$ cat src/rtl/alu_pkg.sv
`default_nettype none
// ============================================================================
// Module   : alu_pkg
// Brief    : Opcode encoding, FSM states and opcode-class helpers for the
//            sequential ALU / mul-div unit.
// Revision : 1.0
// ============================================================================
package alu_pkg;

  localparam logic [4:0] C_OP_ADD    = 5'b0_0001;
  localparam logic [4:0] C_OP_SUB    = 5'b0_0010;
  localparam logic [4:0] C_OP_SLL    = 5'b0_0011;
  localparam logic [4:0] C_OP_SLT    = 5'b0_0100;
  localparam logic [4:0] C_OP_SLTU   = 5'b0_0101;
  localparam logic [4:0] C_OP_XOR    = 5'b0_0110;
  localparam logic [4:0] C_OP_SRL    = 5'b0_0111;
  localparam logic [4:0] C_OP_SRA    = 5'b0_1000;
  localparam logic [4:0] C_OP_OR     = 5'b0_1001;
  localparam logic [4:0] C_OP_AND    = 5'b0_1010;
  localparam logic [4:0] C_OP_MUL    = 5'b1_0000;
  localparam logic [4:0] C_OP_MULH   = 5'b1_0001;
  localparam logic [4:0] C_OP_MULHSU = 5'b1_0010;
  localparam logic [4:0] C_OP_MULHU  = 5'b1_0011;
  localparam logic [4:0] C_OP_DIV    = 5'b1_0100;
  localparam logic [4:0] C_OP_DIVU   = 5'b1_0101;
  localparam logic [4:0] C_OP_REM    = 5'b1_0110;
  localparam logic [4:0] C_OP_REMU   = 5'b1_0111;

  typedef enum logic [1:0] {
    ST_IDLE = 2'd0,
    ST_MUL  = 2'd1,
    ST_DIV  = 2'd2,
    ST_DONE = 2'd3
  } state_t;

  // M-extension codes occupy 1_0xxx; divide/remainder are the upper half
  function automatic logic is_muldiv(input logic [4:0] op);
    return (op[4:3] == 2'b10);
  endfunction

  function automatic logic is_div(input logic [4:0] op);
    return (op[4:2] == 3'b101);
  endfunction

endpackage
`default_nettype wire

$ cat src/rtl/iter_muldiv.sv
`default_nettype none
// ============================================================================
// Module   : iter_muldiv
// Brief    : Iterative unsigned shift-add multiplier / restoring divider over
//            operand magnitudes, with result signs applied on the final step.
// Revision : 1.0
// ============================================================================
module iter_muldiv
  import alu_pkg::*;
#(
  parameter int WIDTH = 32
) (
  input  logic                 clk,
  input  logic                 rst,
  input  logic                 start,
  input  logic                 div_mode,
  input  logic                 neg_hi,
  input  logic                 neg_rem,
  input  logic [WIDTH-1:0]     mag_a,
  input  logic [WIDTH-1:0]     mag_b,
  output logic                 done,
  output logic [2*WIDTH-1:0]   product,
  output logic [WIDTH-1:0]     quotient,
  output logic [WIDTH-1:0]     remainder
);

  localparam int                C_CNT_W = $clog2(WIDTH);
  localparam logic [C_CNT_W-1:0] C_LAST = C_CNT_W'(WIDTH - 1);

  logic               r_busy;
  logic [C_CNT_W-1:0] r_count;
  logic [WIDTH-1:0]   r_hi;
  logic [WIDTH-1:0]   r_lo;
  logic [WIDTH-1:0]   r_b;
  logic               r_div;
  logic               r_neg_hi;
  logic               r_neg_rem;

  logic [WIDTH:0]     w_sum;
  logic [WIDTH:0]     w_shift;
  logic [WIDTH:0]     w_diff;
  logic [WIDTH-1:0]   w_hi_nxt;
  logic [WIDTH-1:0]   w_lo_nxt;
  logic [2*WIDTH-1:0] w_raw_prod;

  // Multiply: r_hi accumulates, r_lo shifts the multiplier out / product in.
  // Divide:   r_hi is the partial remainder, r_lo shifts dividend out / quotient in.
  always_comb begin
    w_sum    = {1'b0, r_hi} + (r_lo[0] ? {1'b0, r_b} : {(WIDTH+1){1'b0}});
    w_shift  = {r_hi, r_lo[WIDTH-1]};
    w_diff   = w_shift - {1'b0, r_b};
    w_hi_nxt = w_sum[WIDTH:1];
    w_lo_nxt = {w_sum[0], r_lo[WIDTH-1:1]};
    if (r_div) begin
      if (!w_diff[WIDTH]) begin
        w_hi_nxt = w_diff[WIDTH-1:0];
        w_lo_nxt = {r_lo[WIDTH-2:0], 1'b1};
      end else begin
        w_hi_nxt = w_shift[WIDTH-1:0];
        w_lo_nxt = {r_lo[WIDTH-2:0], 1'b0};
      end
    end
  end

  always_ff @(posedge clk or posedge rst) begin
    if (rst) begin
      r_busy    <= 1'b0;
      r_count   <= '0;
      r_hi      <= '0;
      r_lo      <= '0;
      r_b       <= '0;
      r_div     <= 1'b0;
      r_neg_hi  <= 1'b0;
      r_neg_rem <= 1'b0;
    end else if (start) begin
      r_busy    <= 1'b1;
      r_count   <= '0;
      r_hi      <= '0;
      r_lo      <= mag_a;
      r_b       <= mag_b;
      r_div     <= div_mode;
      r_neg_hi  <= neg_hi;
      r_neg_rem <= neg_rem;
    end else if (r_busy) begin
      r_hi <= w_hi_nxt;
      r_lo <= w_lo_nxt;
      if (r_count == C_LAST) begin
        r_busy <= 1'b0;
      end else begin
        r_count <= r_count + 1'b1;
      end
    end
  end

  // Results are taken from the step values so the last iteration and the
  // sign fix-up land in the same cycle as done.
  assign done       = r_busy && (r_count == C_LAST);
  assign w_raw_prod = {w_hi_nxt, w_lo_nxt};
  assign product    = r_neg_hi  ? (~w_raw_prod + 1'b1) : w_raw_prod;
  assign quotient   = r_neg_hi  ? (~w_lo_nxt + 1'b1)   : w_lo_nxt;
  assign remainder  = r_neg_rem ? (~w_hi_nxt + 1'b1)   : w_hi_nxt;

endmodule
`default_nettype wire

$ cat src/rtl/alu_muldiv_seq.sv
`default_nettype none
// ============================================================================
// Module   : alu_muldiv_seq
// Brief    : Handshaked RV32I ALU with registered result plus iterative
//            RV M-extension multiply/divide.
// Revision : 1.0
// ============================================================================
module alu_muldiv_seq
  import alu_pkg::*;
#(
  parameter  int WIDTH   = 32,
  localparam int SHAMT_W = $clog2(WIDTH)
) (
  input  logic             clk,
  input  logic             rst,
  input  logic             i_valid,
  output logic             o_ready,
  input  logic [WIDTH-1:0] i_data1,
  input  logic [WIDTH-1:0] i_data2,
  input  logic [4:0]       alu_control,
  output logic             o_valid,
  input  logic             i_ready,
  output logic [WIDTH-1:0] o_data,
  output logic             zero_flag
);

  localparam logic [WIDTH-1:0] C_MOST_NEG = {1'b1, {(WIDTH-1){1'b0}}};

  state_t             r_state;
  state_t             w_state_nxt;
  logic [4:0]         r_op;
  logic [WIDTH-1:0]   r_data;
  logic               r_zero;

  logic               w_accept;
  logic [SHAMT_W-1:0] w_shamt;
  logic [WIDTH-1:0]   w_simple;
  logic               w_div_zero;
  logic               w_overflow;
  logic               w_special;
  logic [WIDTH-1:0]   w_special_res;
  logic [WIDTH-1:0]   w_imm;
  logic               w_a_signed;
  logic               w_b_signed;
  logic               w_a_neg;
  logic               w_b_neg;
  logic [WIDTH-1:0]   w_mag_a;
  logic [WIDTH-1:0]   w_mag_b;
  logic               w_start;
  logic               w_iter_done;
  logic [2*WIDTH-1:0] w_product;
  logic [WIDTH-1:0]   w_quotient;
  logic [WIDTH-1:0]   w_remainder;
  logic [WIDTH-1:0]   w_iter_res;

  assign o_ready   = (r_state == ST_IDLE) && !rst;
  assign o_valid   = (r_state == ST_DONE);
  assign o_data    = r_data;
  assign zero_flag = r_zero;
  assign w_accept  = i_valid && o_ready;
  assign w_shamt   = i_data2[SHAMT_W-1:0];

  always_comb begin
    w_simple = '0;
    case (alu_control)
      C_OP_ADD:  w_simple = i_data1 + i_data2;
      C_OP_SUB:  w_simple = i_data1 - i_data2;
      C_OP_SLL:  w_simple = i_data1 << w_shamt;
      C_OP_SLT:  w_simple = {{(WIDTH-1){1'b0}}, ($signed(i_data1) < $signed(i_data2))};
      C_OP_SLTU: w_simple = {{(WIDTH-1){1'b0}}, (i_data1 < i_data2)};
      C_OP_XOR:  w_simple = i_data1 ^ i_data2;
      C_OP_SRL:  w_simple = i_data1 >> w_shamt;
      C_OP_SRA:  w_simple = WIDTH'($signed(i_data1) >>> w_shamt);
      C_OP_OR:   w_simple = i_data1 | i_data2;
      C_OP_AND:  w_simple = i_data1 & i_data2;
      default:   w_simple = '0;
    endcase
  end

  // Divide-by-zero and signed overflow bypass the iterative datapath
  assign w_div_zero = (i_data2 == '0);
  assign w_overflow = (i_data1 == C_MOST_NEG) && (i_data2 == '1) &&
                      ((alu_control == C_OP_DIV) || (alu_control == C_OP_REM));
  assign w_special  = is_div(alu_control) && (w_div_zero || w_overflow);

  always_comb begin
    w_special_res = '0;
    case (alu_control)
      C_OP_DIV, C_OP_DIVU: w_special_res = w_div_zero ? '1 : i_data1;
      C_OP_REM, C_OP_REMU: w_special_res = w_div_zero ? i_data1 : '0;
      default:             w_special_res = '0;
    endcase
  end

  assign w_imm = w_special ? w_special_res : w_simple;

  assign w_a_signed = (alu_control == C_OP_MULH) || (alu_control == C_OP_MULHSU) ||
                      (alu_control == C_OP_DIV)  || (alu_control == C_OP_REM);
  assign w_b_signed = (alu_control == C_OP_MULH) || (alu_control == C_OP_DIV) ||
                      (alu_control == C_OP_REM);
  assign w_a_neg    = w_a_signed && i_data1[WIDTH-1];
  assign w_b_neg    = w_b_signed && i_data2[WIDTH-1];
  assign w_mag_a    = w_a_neg ? (~i_data1 + 1'b1) : i_data1;
  assign w_mag_b    = w_b_neg ? (~i_data2 + 1'b1) : i_data2;

  always_comb begin
    w_state_nxt = r_state;
    case (r_state)
      ST_IDLE: begin
        if (w_accept) begin
          if (!is_muldiv(alu_control) || w_special) begin
            w_state_nxt = ST_DONE;
          end else if (is_div(alu_control)) begin
            w_state_nxt = ST_DIV;
          end else begin
            w_state_nxt = ST_MUL;
          end
        end
      end
      ST_MUL, ST_DIV: begin
        if (w_iter_done) begin
          w_state_nxt = ST_DONE;
        end
      end
      ST_DONE: begin
        if (i_ready) begin
          w_state_nxt = ST_IDLE;
        end
      end
      default: w_state_nxt = ST_IDLE;
    endcase
  end

  always_ff @(posedge clk or posedge rst) begin
    if (rst) begin
      r_state <= ST_IDLE;
    end else begin
      r_state <= w_state_nxt;
    end
  end

  assign w_start = w_accept && ((w_state_nxt == ST_MUL) || (w_state_nxt == ST_DIV));

  iter_muldiv #(
    .WIDTH (WIDTH)
  ) u_iter (
    .clk       (clk),
    .rst       (rst),
    .start     (w_start),
    .div_mode  (is_div(alu_control)),
    .neg_hi    (w_a_neg ^ w_b_neg),
    .neg_rem   (w_a_neg),
    .mag_a     (w_mag_a),
    .mag_b     (w_mag_b),
    .done      (w_iter_done),
    .product   (w_product),
    .quotient  (w_quotient),
    .remainder (w_remainder)
  );

  always_comb begin
    w_iter_res = '0;
    case (r_op)
      C_OP_MUL:                              w_iter_res = w_product[WIDTH-1:0];
      C_OP_MULH, C_OP_MULHSU, C_OP_MULHU:    w_iter_res = w_product[2*WIDTH-1:WIDTH];
      C_OP_DIV, C_OP_DIVU:                   w_iter_res = w_quotient;
      C_OP_REM, C_OP_REMU:                   w_iter_res = w_remainder;
      default:                               w_iter_res = '0;
    endcase
  end

  // Result register only changes when entering DONE, so it holds under backpressure
  always_ff @(posedge clk or posedge rst) begin
    if (rst) begin
      r_op   <= '0;
      r_data <= '0;
      r_zero <= 1'b0;
    end else if (w_accept) begin
      r_op <= alu_control;
      if (w_state_nxt == ST_DONE) begin
        r_data <= w_imm;
        r_zero <= (w_imm == '0);
      end
    end else if (((r_state == ST_MUL) || (r_state == ST_DIV)) && w_iter_done) begin
      r_data <= w_iter_res;
      r_zero <= (w_iter_res == '0);
    end
  end

endmodule
`default_nettype wire
$ cat config.mk
export PLATFORM = sky130hd
export DESIGN_NAME = alu_muldiv_seq
export DESIGN_NICKNAME = d
export VERILOG_FILES = /design/src/rtl/alu_pkg.sv /design/src/rtl/iter_muldiv.sv /design/src/rtl/alu_muldiv_seq.sv
export SDC_FILE = /design/constraint.sdc
export NUM_CORES = 1
export LEC_CHECK = 0
export BUFFER_PORTS_ARGS = -buffer_cell sky130_fd_sc_hd__buf_2
export CORE_UTILIZATION = 47
export DETAILED_ROUTE_END_ITERATION = 6
export PLACE_DENSITY_LB_ADDON = 0.15
export SYNTH_ARGS = -nofsm -noshare
export SYNTH_HDL_FRONTEND = slang
export SYNTH_SLANG_ARGS = --single-unit
$ cat constraint.sdc
create_clock -name clk -period 11.8 [get_ports clk]
set_input_delay 2.36 -clock clk [delete_from_list [all_inputs] [get_ports clk]]
set_output_delay 2.36 -clock clk [all_outputs]
set_load 0.03 [all_outputs]
==> flow_metrics.env <==
export IMPL_fillCellCount=5177
export IMPL_busiest_layer="met2"
export IMPL_layoutNonFillerInstCount=4015
export IMPL_drt_drc_violations_left=12
export IMPL_drt_first_iter_violations=3439
export IMPL_dr_pass1_iters=7
export IMPL_top_library_cells_by_usage_in_the_layout_fill_and_taps_aside="384 x nor2_1, 307 x nand2_1, 289 x o21ai_0"
export IMPL_initial_core_util=0.4782
export IMPL_overall_via_count_from_detail_route=28160
export IMPL_met3_usage=0.05645
export IMPL_rsz0062_at_grt="false"
export IMPL_postCtsSetupRepairBufs=0
export IMPL_tritoncts="yes"
export IMPL_critPathCaptureType="flop"
export IMPL_clock_tree_root_cell="clkbuf_16"
export IMPL_final_core_util=0.5061
export IMPL_post_synth_num_cell_types=101
export IMPL_dp_slack_ns=2.794
export IMPL_synth_largest_area_cell="dfrtp_1"
export IMPL_cts_sinks=145
export IMPL_synth_cell_area_sq_um=24630
export IMPL_synth_avg_cell_area_sq_um=7.262
export IMPL_async_flop_share=1.000
export IMPL_synth_cells=3392
export IMPL_rows=83
export IMPL_setup_violations_final=0
export IMPL_critical_path_arrival_ns=9.18
export IMPL_floorplan_core_area_sq_um=51510
export IMPL_power_density_nw_per_um2=285.9
export IMPL_holdBufCountCts=0
export IMPL_dpl_cell_count=3984
export IMPL_syn_num_nets=3641
export IMPL_number_of_h_tree_levels=4
export IMPL_routed_wl_microns=117100
export IMPL_grt_max_degree=87
export IMPL_dieHeight_microns=230.9
export IMPL_required_ns=12.17
export IMPL_cts_repair_resize_count=0
export IMPL_global_route_overflow_total=0
export IMPL_fin_crit_sh=0.7465
export IMPL_tightest_slew_ns=1.278
export IMPL_hold_viol_final=0
export IMPL_antenna_violating_nets_left=0
export IMPL_antenna_found_initial=3
export IMPL_gr_usage_all_layers=0.4301
export IMPL_rel_slew_slack=0.1432
export IMPL_seq_area_frac_synth=0.1473
export IMPL_port_buffers=107
export IMPL_synth_top_cells_by_area="dfrtp_1 15%, ha_1 8.7%, o21ai_0 5.9%"
export IMPL_avgViaCountPerCell=7.013
export IMPL_globalRouteMet1Util=0.5294
export IMPL_max_freq_ghz=0.1135
export IMPL_status="finished, violations left"
export IMPL_count_of_pins_over_their_slew_limit=0
export IMPL_dp_hpwl_microns=90970
export IMPL_num_nets_final=3572
export IMPL_regToRegSetupSlack_ns=3.79
export IMPL_synth_warning_count=0
export IMPL_post_synth_edffs=0
export IMPL_setup_tns_final_ns=0
export IMPL_grt_first_pass_wirelength_microns=172000
export IMPL_failed_checks="DRC"
export IMPL_global_route_usage_met2=0.6967
export IMPL_fin_worst_skew_ns=0.01070
export IMPL_die_area_sq_um=53330
export IMPL_min_period_ns=8.809
export IMPL_drive_above_1_share=0.1076
export IMPL_clock_latency_ns=0.46
export IMPL_ys_seq_elements=145
export IMPL_layout_commonest_cell="nor2_1"
export IMPL_areaGrowthSynthToFinish_pct=5.842
export IMPL_power_ir_vdd_worst_mv=0.1404
export IMPL_clkSlewWorstSetupHoldPaths_ns=0.07
export IMPL_longest_clk_path_bufs=2
export IMPL_layout_setup_ws_ns=2.991
export IMPL_worst_setup_path_start_kind="input port"
export IMPL_die_boundary_width_microns=230.9
export IMPL_hp_class="reg -> reg"
export IMPL_number_of_antenna_diodes=0
export IMPL_critPathMaxFanout=27
export IMPL_io_count=108
export IMPL_post_layout_total_power_uw=7453
export IMPL_synth_top_cell_area_share=0.1473
export IMPL_gp_congestion=1.070
export IMPL_primary_ff_master_synth="dfrtp_1"
export IMPL_worstSetupPathType="in -> reg"
export IMPL_cts_buffers=17
export IMPL_power_leakage_uw=0.01056
export IMPL_detail_route_wl_per_cell_microns=29.16
export IMPL_grt_pass1_vias=26180
export IMPL_max_cap_violations=0
[cell families after synthesis]
| family | Yosys count | synth area share |
|---|---|---|
| buf+inv | 405 | 0.06375 |
| xor+xnor | 158 | 0.05618 |
| simple gates | 1227 | 0.2403 |
| mux | 169 | 0.1016 |
| fa+ha+maj | 176 | 0.09062 |
| compound gates | 1112 | 0.3002 |
| flops | 145 | 0.1473 |
[per-stage QoR]
step | hold slack, ns | area, sq um
final | 0.4823 | 26070
after global routing | 0.5069 | 26070
after detailed placement | 0.4594 | 25500
after floorplan | 0.4375 | 24630
after CTS | 0.4741 | 26070
after global placement | 0.4524 | 25500
[worst max-delay path, stage by stage]
cell and delay, ns:
buf_2 0.30, clkinv_1 0.41, ha_1 0.29, or4b_2 0.65, nor4_1 0.91, and4_1 0.45
nor2b_1 0.22, nor3_1 0.12, a211oi_1 0.30, ha_1 0.22, and3_1 0.48, nor2_1 0.12
nor2_1 0.16, nand4_1 0.12, nor3_1 0.19, nand4_1 0.12, nor4_1 0.55, nand4b_1 0.21
nor3_1 0.21, nand3_1 0.11, or4_1 0.58, o211ai_2 0.09
[cell type report]
class                           instances  area, sq um  share of cell area
Sequential cell                       145         3636              0.1395
Timing Repair Buffer                  160        935.9             0.03590
Tap cell                              680        850.8             0.03264
Clock inverter                         11        116.4            0.004463
Multi-Input combinational cell       2842        19480              0.7472
Clock buffer                           20        456.7             0.01752
Inverter                              157        594.3             0.02280
[registers in the layout (all words and copies together), names as in the netlist]
| register | flops |
|---|---|
| o_data | 32 |
| r_op | 5 |
| r_state | 2 |
| u_iter.r_b | 32 |
| u_iter.r_busy | 1 |
| u_iter.r_count | 5 |
| u_iter.r_div | 1 |
| u_iter.r_hi | 32 |
| u_iter.r_lo | 32 |
| u_iter.r_neg_hi | 1 |
| u_iter.r_neg_rem | 1 |
| zero_flag | 1 |
[path summary, 6_finish.rpt]
path / startpoint / end / cells past startpoint
setup reg to reg: u_iter.r_b[15]$_DFFE_PP0P_ / zero_flag$_DFFE_PP0P_ / 24
max in group asynchronous: rst / u_iter.r_lo[30]$_DFFE_PP0P_ / 3
hold / removal: o_data[15]$_DFFE_PP0P_ / o_data[15]$_DFFE_PP0P_ / 1
hold reg to reg: o_data[15]$_DFFE_PP0P_ / o_data[15]$_DFFE_PP0P_ / 1
setup / recovery: i_data2[1] / zero_flag$_DFFE_PP0P_ / 22
min in group asynchronous: rst / o_data[0]$_DFFE_PP0P_ / 2
[cell usage after synthesis (19+ instances only)]
library cell and instances:
o31ai_1 40, nand2_1 308, mux2i_1 87, nor2b_1 25, a21o_1 45, buf_1 25, o21bai_1 23, o22ai_1 27
nand2b_1 40, xnor2_1 126, a21oi_1 236, o221ai_1 20, clkbuf_1 196, inv_1 155, or3_1 54, a221oi_1 29
mux4_2 63, nor2_1 385, nor4_1 34, xor2_1 32, o21a_1 19, and3_1 28, ha_1 172, nand4_1 46
mux2_2 19, a211oi_1 46, a31oi_1 43, buf_2 20, nor3_1 91, o41ai_1 19, o211ai_1 80, o21ai_0 289
and2_1 52, dfrtp_1 145, or4_1 22, nand3_1 71
[report_power, final]
group | total [uW] | internal [uW] | leakage (uW) | switching [uW]
Clock | 553 | 306 | 0.000279 | 248
Sequential | 1080 | 753 | 0.00176 | 330
Combinational | 5820 | 2030 | 0.00852 | 3790
Total | 7450 | 3080 | 0.0106 | 4370
[layer usage]
| layer | vias up | share of wire |
|---|---|---|
| li1 | 12480 | - |
| met1 | 13600 | 0.38 |
| met2 | 1713 | 0.46 |
| met3 | 360 | 0.080 |
| met4 | 6 | 0.079 |
| met5 | - | 0.00032 |
No activity file was read; power rests on OpenSTA's default activity.
